[src/rtl/pipe_ctrl_pkg.sv]
// Shared types for the LEGv8 pipeline hazard controller: scoreboard entry,
// forwarding select encoding and sequencing FSM states.
package pipe_ctrl_pkg;

    // Register address width carried in scoreboard entries
    localparam int SB_REG_W = 5;

    // XZR index: reads as zero, writes are discarded
    localparam int ZERO_REG_DEF = 31;

    // One in-flight instruction as tracked in EX, MEM or WB
    typedef struct packed {
        logic                valid;
        logic [SB_REG_W-1:0] rd;
        logic                regwrite;
        logic                is_load;
        logic                update;
        logic [SB_REG_W-1:0] rn;
        logic [SB_REG_W-1:0] rm;
        logic                use_rn;
        logic                use_rm;
    } sb_entry_t;

    // Operand source select for the EX ALU inputs and the ID CBZ comparator
    typedef enum logic [1:0] {
        FWD_RF  = 2'b00,
        FWD_WB  = 2'b01,
        FWD_MEM = 2'b10
    } fwd_sel_t;

    // Sequencing state: free-running or holding the front end
    typedef enum logic {
        RUN   = 1'b0,
        STALL = 1'b1
    } hz_state_t;

endpackage

[src/rtl/hazard_match.sv]
// Combinational compare of one scoreboard entry against one source register.
// A hit means the entry will write the register that the consumer reads.
module hazard_match #(
    parameter int REG_W    = 5,
    parameter int ZERO_REG = pipe_ctrl_pkg::ZERO_REG_DEF
) (
    input  pipe_ctrl_pkg::sb_entry_t entry,
    input  logic [REG_W-1:0]         src,
    input  logic                     use_src,
    output logic                     match
);

    // Fields that only matter to other consumers of the entry
    logic unused_fields;

    assign unused_fields = ^{entry.is_load, entry.update, entry.rn, entry.rm,
                             entry.use_rn, entry.use_rm};

    // XZR is never a producer, so a write to it never creates a dependency
    assign match = entry.valid && entry.regwrite && use_src &&
                   (entry.rd == src) && (src != REG_W'(ZERO_REG));

endmodule

[src/rtl/pipeline_hazard_ctrl.sv]
// Hazard and forwarding controller for a 5-stage LEGv8 pipeline with
// branches resolved in ID. Tracks EX/MEM/WB in a scoreboard and derives
// stalls, flushes, bubbles and forwarding selects from it.
module pipeline_hazard_ctrl
    import pipe_ctrl_pkg::*;
#(
    parameter int REG_W    = 5,
    parameter int ZERO_REG = ZERO_REG_DEF,
    parameter int CNT_W    = 16
) (
    input  logic             clk,
    input  logic             reset_n,
    input  logic             id_valid,
    input  logic [REG_W-1:0] id_rn,
    input  logic [REG_W-1:0] id_rm,
    input  logic             id_use_rn,
    input  logic             id_use_rm,
    input  logic [REG_W-1:0] id_rd,
    input  logic             id_regwrite,
    input  logic             id_is_load,
    input  logic             id_update,
    input  logic             id_cond,
    input  logic             id_cbz,
    input  logic             id_branch,
    output logic             pc_stall,
    output logic             ifid_stall,
    output logic             ifid_flush,
    output logic             idex_bubble,
    output logic [1:0]       fwd_a,
    output logic [1:0]       fwd_b,
    output logic [1:0]       cbz_fwd,
    output logic [CNT_W-1:0] stall_cnt,
    output logic [CNT_W-1:0] flush_cnt
);

    sb_entry_t id_e;
    sb_entry_t ex_e;
    sb_entry_t mem_e;
    sb_entry_t wb_e;
    hz_state_t state;
    hz_state_t next_state;

    logic ex_rn_hit;
    logic ex_rm_hit;
    logic mem_idrm_hit;
    logic wb_idrm_hit;
    logic mem_exrn_hit;
    logic wb_exrn_hit;
    logic mem_exrm_hit;
    logic wb_exrm_hit;
    logic load_use;
    logic cbz_hz;
    logic cond_hz;
    logic hz_stall;
    logic flush;

    function automatic logic [CNT_W-1:0] sat_inc(input logic [CNT_W-1:0] v);
        return (&v) ? v : v + CNT_W'(1);
    endfunction

    // The nearer stage holds the younger value, so MEM beats WB
    function automatic fwd_sel_t fwd_pick(input logic mem_hit, input logic wb_hit);
        if (mem_hit) return FWD_MEM;
        if (wb_hit)  return FWD_WB;
        return FWD_RF;
    endfunction

    // Pack the decode-stage fields into a scoreboard entry
    always_comb begin
        id_e          = '0;
        id_e.valid    = id_valid;
        id_e.rd       = id_rd;
        id_e.regwrite = id_regwrite;
        id_e.is_load  = id_is_load;
        id_e.update   = id_update;
        id_e.rn       = id_rn;
        id_e.rm       = id_rm;
        id_e.use_rn   = id_use_rn;
        id_e.use_rm   = id_use_rm;
    end

    // ID sources against older producers
    hazard_match #(.REG_W(REG_W), .ZERO_REG(ZERO_REG)) u_ex_rn   (.entry(ex_e),  .src(id_rn), .use_src(id_use_rn), .match(ex_rn_hit));
    hazard_match #(.REG_W(REG_W), .ZERO_REG(ZERO_REG)) u_ex_rm   (.entry(ex_e),  .src(id_rm), .use_src(id_use_rm), .match(ex_rm_hit));
    hazard_match #(.REG_W(REG_W), .ZERO_REG(ZERO_REG)) u_mem_idrm(.entry(mem_e), .src(id_rm), .use_src(id_use_rm), .match(mem_idrm_hit));
    hazard_match #(.REG_W(REG_W), .ZERO_REG(ZERO_REG)) u_wb_idrm (.entry(wb_e),  .src(id_rm), .use_src(id_use_rm), .match(wb_idrm_hit));

    // EX sources against MEM and WB producers
    hazard_match #(.REG_W(REG_W), .ZERO_REG(ZERO_REG)) u_mem_exrn(.entry(mem_e), .src(ex_e.rn), .use_src(ex_e.use_rn), .match(mem_exrn_hit));
    hazard_match #(.REG_W(REG_W), .ZERO_REG(ZERO_REG)) u_wb_exrn (.entry(wb_e),  .src(ex_e.rn), .use_src(ex_e.use_rn), .match(wb_exrn_hit));
    hazard_match #(.REG_W(REG_W), .ZERO_REG(ZERO_REG)) u_mem_exrm(.entry(mem_e), .src(ex_e.rm), .use_src(ex_e.use_rm), .match(mem_exrm_hit));
    hazard_match #(.REG_W(REG_W), .ZERO_REG(ZERO_REG)) u_wb_exrm (.entry(wb_e),  .src(ex_e.rm), .use_src(ex_e.use_rm), .match(wb_exrm_hit));

    // Stall causes: load-use, CBZ reading a not-yet-available register, B.cond after a flag setter
    always_comb begin
        load_use = ex_e.is_load && (ex_rn_hit || ex_rm_hit);
        cbz_hz   = id_cbz && (ex_rm_hit || (mem_e.is_load && mem_idrm_hit));
        cond_hz  = id_cond && ex_e.valid && ex_e.update;
        hz_stall = id_valid && (load_use || cbz_hz || cond_hz);
        flush    = id_valid && id_branch && !hz_stall;
    end

    // Drive the pipeline controls; everything reads zero while reset is held
    always_comb begin
        pc_stall    = 1'b0;
        ifid_stall  = 1'b0;
        idex_bubble = 1'b0;
        ifid_flush  = 1'b0;
        fwd_a       = FWD_RF;
        fwd_b       = FWD_RF;
        cbz_fwd     = FWD_RF;
        if (reset_n) begin
            pc_stall    = hz_stall;
            ifid_stall  = hz_stall;
            idex_bubble = hz_stall;
            ifid_flush  = flush;
            if (ex_e.valid) begin
                fwd_a = fwd_pick(mem_exrn_hit, wb_exrn_hit);
                fwd_b = fwd_pick(mem_exrm_hit, wb_exrm_hit);
            end
            // A load in MEM has no data yet, so only a non-load may feed CBZ from MEM
            if (id_valid && id_cbz) begin
                cbz_fwd = fwd_pick(mem_idrm_hit && !mem_e.is_load, wb_idrm_hit);
            end
        end
    end

    // Advance the scoreboard; a stall inserts a bubble into EX
    always_ff @(posedge clk or negedge reset_n) begin
        if (!reset_n) begin
            ex_e  <= '0;
            mem_e <= '0;
            wb_e  <= '0;
        end else begin
            wb_e  <= mem_e;
            mem_e <= ex_e;
            ex_e  <= (id_valid && !hz_stall) ? id_e : '0;
        end
    end

    // Sequencing state register
    always_ff @(posedge clk or negedge reset_n) begin
        if (!reset_n) begin
            state <= RUN;
        end else begin
            state <= next_state;
        end
    end

    // Next-state: hold STALL for as long as the hazard persists
    always_comb begin
        next_state = state;
        case (state)
            RUN:     if (hz_stall)  next_state = STALL;
            STALL:   if (!hz_stall) next_state = RUN;
            default: next_state = RUN;
        endcase
    end

    // Saturating performance counters
    always_ff @(posedge clk or negedge reset_n) begin
        if (!reset_n) begin
            stall_cnt <= '0;
            flush_cnt <= '0;
        end else begin
            if (hz_stall) stall_cnt <= sat_inc(stall_cnt);
            if (flush)    flush_cnt <= sat_inc(flush_cnt);
        end
    end

endmodule
[config.mk]
export PLATFORM = sky130hd
export DESIGN_NAME = pipeline_hazard_ctrl
export DESIGN_NICKNAME = d
export VERILOG_FILES = /design/src/rtl/pipe_ctrl_pkg.sv /design/src/rtl/hazard_match.sv /design/src/rtl/pipeline_hazard_ctrl.sv
export SDC_FILE = /design/constraint.sdc
export NUM_CORES = 1
export LEC_CHECK = 0
export CORE_MARGIN = 10
export CORE_UTILIZATION = 50
export DETAILED_ROUTE_END_ITERATION = 7
export DONT_BUFFER_PORTS = 1
export GPL_TIMING_DRIVEN = 0
export PLACE_DENSITY = 0.63
export SYNTH_ARGS = -nofsm -noshare
export SYNTH_HDL_FRONTEND = slang
export SYNTH_SLANG_ARGS = --single-unit
[constraint.sdc]
create_clock -name clk -period 3.7 [get_ports clk]
set_input_delay 0.37 -clock clk [delete_from_list [all_inputs] [get_ports clk]]
set_output_delay 0.37 -clock clk [all_outputs]
set_load 0.005 [all_outputs]
==> results of run 1 <==
-- registers in the layout (all words and copies together), names as in the netlist --
register / flops
ex_e: 21
flush_cnt: 16
stall_cnt: 16
mem_e: 8
wb_e: 7
-- path summary, 6_finish.rpt --
| path | endpoint | slack [ns] |
|---|---|---|
| setup / recovery | pc_stall | 0.88 |
| hold / removal | ex_e[12] | 0.16 |
| setup reg to reg | stall_cnt[11] | 1.41 |
| hold reg to reg | wb_e[20] | 0.36 |
| max in group asynchronous | ex_e[3] | 2.84 |
| min in group asynchronous | flush_cnt[13] | 0.58 |
-- placed cells by master (no fill, tap or decap), drive strengths merged, types with 3 or more instances in the layout --
| cell type | instances |
|---|---|
| dfrtp | 68 |
| xor2 | 47 |
| and2 | 23 |
| xnor2 | 21 |
| nand4 | 20 |
| nor2 | 19 |
| nand2 | 19 |
| nand3 | 16 |
| clkbuf | 12 |
| and3 | 11 |
| buf | 11 |
| a211oi | 10 |
| nor3 | 8 |
| a21oi | 7 |
| inv | 6 |
| nor4 | 5 |
| and4 | 4 |
| mux2 | 3 |
| nor4b | 3 |
-- layer usage --
| layer | up-vias | GRT usage |
|---|---|---|
| met4 | 0 | 0.0524 |
| met1 | 1172 | 0.207 |
| met5 | - | 0 |
| li1 | 1151 | - |
| met3 | 7 | 0.0533 |
| met2 | 74 | 0.234 |
-- through the flow --
| stage | cells | area, um2 | power [mW] | util | worst slack [ns] |
|---|---|---|---|---|---|
| 2_1_floorplan | 319 | 3500 | 1.02 | - | 1.43 |
| 4_1_cts | 433 | 3890 | 1.80 | 0.573 | 0.831 |
| 5_1_grt | 433 | 3890 | 1.89 | 0.573 | 0.656 |
| 3_3_place_gp | 415 | 3620 | 1.07 | 0.533 | 1.19 |
| 3_5_place_dp | 415 | 3620 | 1.07 | 0.533 | 1.21 |
| 6_report | 433 | 3890 | 1.78 | 0.573 | 0.878 |
-- layout make-up --
type	instances	area, um2
fillers	584	2900
multi-input cells	235	1710
flip-flops and latches	68	1700
clock buffers	11	151
well taps	96	120
clock inverters	5	82.6
plain buffers	11	63.8
repair buffers	2	37.5
inverters	5	18.8
-- logic make-up after synthesis --
| logic type | after synthesis |
|---|---|
| simple gates | 134 |
| xor+xnor | 68 |
| flops | 68 |
| compound gates | 28 |
| buf+inv | 16 |
| mux | 3 |
| fa+ha+maj | 2 |
-- critical path: cells and delay by family, from the launching register on --
family                 cells  cell delay [ns]
AND/OR/NAND/NOR            2             0.36
flip-flops                 1             0.45
buffers and inverters      3             0.70
AO/OA/AOI/OAI              2             0.60
-- what timing repair did --
action | 4_1_cts | 5_1_grt
hold buffers | 2 | 0
gates resized for setup | 0 | 0
endpoints found under the hold margin | 68 | 0
endpoints found under the setup margin | 0 | 0
-- power groups by stage --
| stage | combinational, mW | clock, mW | sequential, mW |
|---|---|---|---|
| final | 0.168 | 0.706 | 0.905 |
| after global routing | 0.198 | 0.770 | 0.920 |
| after CTS | 0.171 | 0.725 | 0.908 |
| after detailed placement | 0.150 | 0 | 0.923 |
| after global placement | 0.145 | 0 | 0.921 |
| after floorplan | 0.128 | 0 | 0.894 |
==> reports/results.ini, run 1 <==
[setup_path]
worst-setup-path-type=flip-flop to output port
critical_path.reg2reg.startpoint=stall_cnt[0]
worstSetupStartpointType=flip-flop
cpMaxStageDelayCell=dfrtp_1
worst-path-max-fanout=10
worst_ep_arrival_time_ns=2.45
r2r.worst_path.cells=6
worstSetupStartpoint=ex_e[20]
cp_cell_sequence=and3_1, nand4_1, o31a_1, buf_2, buf_1, a21oi_1, buf_4
critical_path_required_ns=3.33
endpoint_kind=output port
worst_path_largest_cell_delay_ns=0.45

[power_and_ir_drop]
combPwrFrac=0.094
pwr_density_cell_nw_per_um2=457
intPower_mw=1.31
sw_frac_of_total=0.263
switching_power_uw=467
p_clk_frac=0.397
power.share.sequential=0.509
ir_drop_v=0.000253
total_leakage_power_nw=1.77

[yosys]
multiplexer_area_fraction_after_synthesis=0.00966
post-synth-top-area-cell=dfrtp_1
synth_top_family_by_area=simple AND/OR/NAND/NOR gates
yosys_warnings=0
synth_cells=319
yosysTopAreaCellShare=0.486
mappedNetlistArea_um2=3500
synth_seq_cells=68
synth_edf_count=0
synth-compound-area-share=0.0883
synth_cell_type_count=42
ys_dominant_reg_cell=dfrtp_1
ys_seq_area_frac=0.486
synth_async_sr_flop_share=1.00
mean_instance_size_in_the_synthesized_netlist_um2=11.0
synth.most_common_cell=dfrtp_1
synthTopCellsByArea=dfrtp_1 (49%), xor2_1 (12%), xnor2_1 (5.3%), and2_1 (3.9%), nand4_1 (3.6%)
yosys.area_share.simple=0.215
mappedNetlistNets=347
synth_adder_area_share=0.00715
post_synth_xor_area_fraction=0.170
synth_top_cells_by_count=dfrtp_1 (68), xor2_1 (47), and2_1 (22)

[die]
die_ar_um2=10700
dieHeight_um=104
row_count=30
floorplan.initialDensity=0.515
ios=68
chipWidth_um=104
fp.coreArea_um2=6790

[finish]
insertedDiodeCount=0
share_of_layout_cells_above_drive_strength_1=0.125
syn2layout_area_growth_pct=11.2
layout.nets=360

[place]
place_congestion=0.831
port_buffers=0
dp_hpwl_mm=5.98

[routing]
routedWlPerCell_um=19.0
wl_met1_mm=3.62
overall_routed_net_length_mm=8.24
dr.pass1.iters=4
vias_per_cell=5.55
dr.max_layer_used=met4
dr.first_iter.drc_count=124
met2_length_mm=3.94
antenna_violating_nets_left=0
met3WireLength_um=581
detail_route.drc_violations=0
route.vias.total=2404

[timing]
unrepaired_setup_endpoints_after_global_routing=no
worst_slack_on_hold_paths_ns=0.158
finalSetupViolCount=0
finalHoldViolCount=0
timing.fmax_mhz=354
slew-limit-headroom=0.604
final-max-slew-violation-count=0
worst_clock_skew_ns=0.00993
timing_worst_slew_pin_value_ns=0.592
period_needed_ns=2.82
final_clock_period_utilization_by_the_worst_path=0.763
finalSetupTns_ns=0

[global_routing]
grt_remaining_overflow=0
grt_max_degree=69
first_pass_grt_wire_length_mm=13.7
antenna_found_initial=0
number_of_global_route_vias_before_repair=2479
grt_usage=0.157

[worst_hold_path]
worstHoldStart=id_update
worstHoldPathCells=1
worst_hold_path_type=primary input to flip-flop

[cts]
clockBufferDepth=2
clock_pin_slew_reported_for_the_worst_setup_and_hold_paths_after_clock_tree_synthesis_ns=0.07
clock-sinks=68
clock_tree.root_cell=clkbuf_8
ctsHtreeMaxLevel=3
insertion_delay_ns=0.34
tritoncts=built
cts_made_buffers=9
post_cts.repair.setup_buffers=0

[job]
maxCapViolCount=0

[outcome]
outcome=complete, no violations

Note: power is estimated with default switching activity, not from simulation.
==> run 2, diff against run 1 <==
- clock period: 3.7 -> 2.7 ns (I/O delays scaled with it)
==> run 2 against run 1 <==
Effect of this change: count of clock-buffer cells in the layout unchanged; critical path depth unchanged; non-clock buffer count up 1; largest power group unchanged; sequential power up 37%; critical path type unchanged; register-to-register slack worse by 0.99 ns; clock power up 37%; cell count up 0.23%.
==> reports/results.ini, run 2 (same netlist as run 1, synthesis figures left out) <==
[cts]
tritoncts=built
insertion_delay_ns=0.34
clock_tree.root_cell=clkbuf_8
ctsHtreeMaxLevel=3
clock_pin_slew_reported_for_the_worst_setup_and_hold_paths_after_clock_tree_synthesis_ns=0.07
clock-sinks=68
clockBufferDepth=2
cts_made_buffers=9

[setup_path]
worst-path-max-fanout=10
worstSetupStartpointType=flip-flop
crit_family=compound AO/OA/AOI/OAI gates
cpMaxStageDelayCell=dfrtp_2
worst_path_largest_cell_delay_ns=0.45
cp_cell_sequence=xor2_1, nor4_2, nand4_1, a21o_4, buf_6, a21oi_2, buf_4
crit-reg2reg-capture=stall_cnt[11]
endpoint_kind=output port
worst-setup-path-type=flip-flop to output port
critical_path.reg2reg.startpoint=stall_cnt[0]
r2r.worst_path.cells=6
critical_path_required_ns=2.43
worstSetupStartpoint=mem_e[17]
path_depth=7
crit_path_buffers_inverters=2
r2r_setup_slack_ns=0.42
worst_ep_arrival_time_ns=2.21
endpoint=pc_stall

[finish]
syn2layout_area_growth_pct=11.9
share_of_layout_cells_above_drive_strength_1=0.142
layout.cells.non_filler=434
registers.top_by_ff_count=ex_e
top_regs=ex_e (21), flush_cnt (16), stall_cnt (16)
largest_reg_flops=21
insertedDiodeCount=0
most_common_library_cell_in_the_layout_ignoring_fill_and_taps=dfrtp_1
area_used_by_multi_input_combinational_logic_um2=1720
area_taken_by_flip_flops_and_latches_um2=1700
mostFrequentLayoutCells=dfrtp_1 (66), xor2_1 (47), and2_1 (22)
fillCellCount=583
layout.nets=361

[global_routing]
first_pass_grt_wire_length_mm=13.7
grt_usage=0.157
grt_remaining_overflow=0
number_of_global_route_vias_before_repair=2483
antenna_found_initial=0
grt_max_degree=69

[place]
dp_cells=415
dp_hpwl_mm=5.98
place_worst_setup_slack_ns=0.308
port_buffers=0
place_congestion=0.831

[timing]
timing.fmax_mhz=403
period_needed_ns=2.48
finalHoldViolCount=0
final-max-slew-violation-count=0
worst_slack_ns=0.216
finalSetupViolCount=0
slew-limit-headroom=0.607
final_clock_period_utilization_by_the_worst_path=0.920
finalSetupTns_ns=0
unrepaired_setup_endpoints_after_global_routing=no
timing_worst_slew_pin_value_ns=0.587
worst_slack_on_hold_paths_ns=0.0548
worst_clock_skew_ns=0.0102

[power_and_ir_drop]
total_leakage_power_nw=1.78
ir_drop_v=0.000347
post-layout-total-power_mw=2.44
pwr_density_cell_nw_per_um2=624

[routing]
overall_routed_net_length_mm=8.18
detail_route.drc_violations=0
route.vias.total=2404
vias_per_cell=5.54
dr.pass1.iters=4
dr.first_iter.drc_count=110
antenna_violating_nets_left=0
routedWlPerCell_um=18.8

[die]
dieHeight_um=104
floorplan.initialDensity=0.515
chipWidth_um=104
ios=68
row_count=30
die_ar_um2=10700
fp.coreArea_um2=6790

[job]
maxCapViolCount=0

[outcome]
outcome=complete, no violations

[worst_hold_path]
worst_hold_path_type=primary input to flip-flop

## run 2: cell count changes in the layout (fill, tap and decap cells not counted), sizes merged
| cell | change |
|---|---|
| buf | +1 |
## run 2: final cells by class
| type | count | share of cell area |
|---|---|---|
| sequential | 68 | 0.435 |
| timing repair buffer | 4 | 0.0134 |
| clock buffer | 11 | 0.0387 |
| tap | 96 | 0.0307 |
| inverter | 5 | 0.00480 |
| clock inverter | 5 | 0.0211 |
| buffer | 10 | 0.0153 |
| multi-input combinational | 235 | 0.441 |
## run 2: worst min-delay path by stage
stage,slack (ns),startpoint,endpoint,cells past startpoint
finish,0.05,id_update,ex_e[12],1
detailed placement,-0.02,reset_n,wb_e[18],0
CTS,0.04,id_update,ex_e[12],1
global route,0.03,id_rn[2],ex_e[9],1
floorplan,-0.03,reset_n,ex_e[0],0
global placement,-0.02,reset_n,wb_e[15],0
## run 2: timing repair
| action | 4_1_cts | 5_1_grt |
|---|---|---|
| endpoints found under the setup margin | 2 | 3 |
| buffers inserted | 0 | 2 |
| resized for setup | 1 | 3 |
| hold buffers | 2 | 0 |
| endpoints found under the hold margin | 68 | 0 |
| pin swaps | 0 | 2 |
## run 2: worst register-to-register path, cell delays in order, from the launching register on
cell       delay (ns)
dfrtp_1          0.44
ha_1             0.25
nand3_2          0.18
nor4_1           0.08
or4b_2           0.73
a2111oi_4        0.32
xor2_1           0.19
## run 2: per-layer routing
| metal | part of all wire | wire length [um] | GRT usage |
|---|---|---|---|
| met1 | 0.44 | 3600 | 0.207 |
| met2 | 0.47 | 3870 | 0.234 |
| met5 | 0 | 0 | 0 |
| met4 | 0.016 | 129 | 0.0524 |
| met3 | 0.070 | 571 | 0.0533 |
## run 2: power breakdown
group	internal, mW	switching, mW	total (mW)
logic	0.114	0.118	0.232
clock network	0.574	0.397	0.970
registers	1.11	0.130	1.24
## run 2: metrics by stage
step                      utilization  cell area (um2)
after floorplan                     -             3500
after global placement          0.533             3620
after detailed placement        0.533             3620
after CTS                       0.573             3890
after global routing            0.576             3910
final                           0.576             3910
==> run 3, diff against run 2 <==
- CORE_UTILIZATION: 50 -> 55
- PLACE_DENSITY: 0.63 -> 0.68
==> run 3 against run 2 <==
Effect of this change: clock skew fell by 0.0023 ns; hold slack improved by 0.0031 ns; worst setup slack got worse by 0.097 ns; first-iteration DRC count shrank 47%; sequential power about the same; total power hardly changed; largest power group unchanged.
==> reports/results.ini, run 3 (same netlist as run 1, synthesis figures left out) <==
[outcome]
outcome=complete, no violations

[finish]
share_of_layout_cells_above_drive_strength_1=0.131
layout.nets=360
final_cell_area_um2=3880
top_regs=ex_e (21), flush_cnt (16), stall_cnt (16)
most_common_library_cell_in_the_layout_ignoring_fill_and_taps=dfrtp_1
registers.top_by_ff_count=ex_e
layout.cells.non_filler=412
insertedDiodeCount=0
syn2layout_area_growth_pct=10.8
largest_reg_flops=21
mostFrequentLayoutCells=dfrtp_1 (67), xor2_1 (47), and2_1 (22)

[global_routing]
grt_remaining_overflow=0
grt_max_degree=69
use_met3=0.0533
grt_usage=0.164
number_of_global_route_vias_before_repair=2526
global_route.usage.met1=0.207
grt.met2_usage=0.250
first_pass_grt_wire_length_mm=13.0
global_route.peak_usage_layer=met2
antenna_found_initial=0

[power_and_ir_drop]
pwr_density_cell_nw_per_um2=630
total_leakage_power_nw=1.77
combPwrFrac=0.095
switching_power_uw=608
sw_frac_of_total=0.249
ir_drop_v=0.000537
power.share.sequential=0.509
intPower_mw=1.83
p_clk_frac=0.397

[setup_path]
worstSetupStartpointType=flip-flop
cp_cell_sequence=xor2_1, nor4_2, nand4_1, a21o_4, buf_6, a21oi_2, buf_4
cpMaxStageDelayCell=dfrtp_2
worst-path-max-fanout=10
worst-setup-path-type=flip-flop to output port
endpoint_kind=output port
worst_ep_arrival_time_ns=2.31
critical_path_required_ns=2.43
worst_path_largest_cell_delay_ns=0.45

[place]
dp_cells=394
port_buffers=0
dp_hpwl_mm=5.87
postPlaceCellArea_um2=3590
place_congestion=0.923

[routing]
routedWlPerCell_um=19.1
vias_per_cell=5.88
overall_routed_net_length_mm=7.85
dr.first_iter.drc_count=58
dr.pass1.iters=4
route.vias.total=2422
detail_route.drc_violations=0
antenna_violating_nets_left=0

[cts]
clock_tree.root_cell=clkbuf_8
clockBufferDepth=2
cts_made_buffers=9
clock_pin_slew_reported_for_the_worst_setup_and_hold_paths_after_clock_tree_synthesis_ns=0.07
clock-sinks=68
insertion_delay_ns=0.34
ctsHtreeMaxLevel=3
tritoncts=built

[timing]
final-max-slew-violation-count=0
worst_clock_skew_ns=0.00787
worst_slack_on_hold_paths_ns=0.0580
final_clock_period_utilization_by_the_worst_path=0.956
period_needed_ns=2.58
finalSetupViolCount=0
timing.fmax_mhz=387
slew-limit-headroom=0.607
unrepaired_setup_endpoints_after_global_routing=no
finalHoldViolCount=0
finalSetupTns_ns=0
timing_worst_slew_pin_value_ns=0.588

[die]
row_count=28
ios=68
die_ar_um2=9950
chipWidth_um=99.8
dieHeight_um=99.8
floorplan.initialDensity=0.577
fp.coreArea_um2=6060

[worst_hold_path]
worst_hold_path_type=primary input to flip-flop

[job]
maxCapViolCount=0

## run 3: power groups by stage
stage	logic, mW	registers (mW)	clock network [mW]
floorplan	0.175	1.23	0
global route	0.268	1.26	1.04
CTS	0.233	1.25	0.989
finish	0.231	1.24	0.969
global placement	0.200	1.26	0
detailed placement	0.205	1.26	0
## run 3: repair_timing
action,in CTS,in global routing
hold buffers,2,0
pin swaps,0,2
setup buffers,0,1
resized for setup,1,2
hold endpoints to repair,68,0
endpoints found under the setup margin,2,3
gates cloned,0,0
## run 3: final cells by class
cell class              count  area (um2)
repair buffers              3        45.0
multi-input cells         235        1720
clock buffers              11         131
fillers                   514        2180
inverters                   5        18.8
clock inverters             5         100
well taps                  75        93.8
plain buffers              10        60.1
flip-flops and latches     68        1700
## run 3: critical path: cells and delay by family (launching register included)
| family | cells | cell delay [ns] |
|---|---|---|
| AOI/OAI and AO/OA | 2 | 0.51 |
| and+or+nand+nor | 2 | 0.50 |
| DFF | 1 | 0.45 |
| xor gates and xnor gates | 1 | 0.19 |
| buffers and inverters | 2 | 0.31 |
## run 3: routing by layer
metal,wire [um],share of wire,up-vias
met2,3720,0.47,69
met5,0,0,-
met3,639,0.081,10
met1,3370,0.43,1199
met4,125,0.016,0
li1,-,-,1144
## run 3: final timing paths
path | from | cells after the start | endpoint | slack (ns)
min in group asynchronous | reset_n | 2 | flush_cnt[11] | 0.48
worst min-delay path | id_rn[2] | 1 | ex_e[9] | 0.06
worst max-delay path | mem_e[17] | 7 | ifid_stall | 0.12
worst max register to register | mem_e[17] | 7 | flush_cnt[14] | 0.40
worst min register to register | ex_e[13] | 0 | mem_e[13] | 0.37
max in group asynchronous | reset_n | 2 | mem_e[17] | 1.94
## run 3: stage by stage
| stage | total power [mW] | utilization | setup WS [ns] |
|---|---|---|---|
| after floorplan | 1.40 | - | 0.605 |
| after global placement | 1.46 | 0.593 | 0.303 |
| after detailed placement | 1.47 | 0.593 | 0.300 |
| after CTS | 2.47 | 0.638 | 0.0171 |
| after global routing | 2.57 | 0.640 | 0.00943 |
| final | 2.44 | 0.640 | 0.119 |
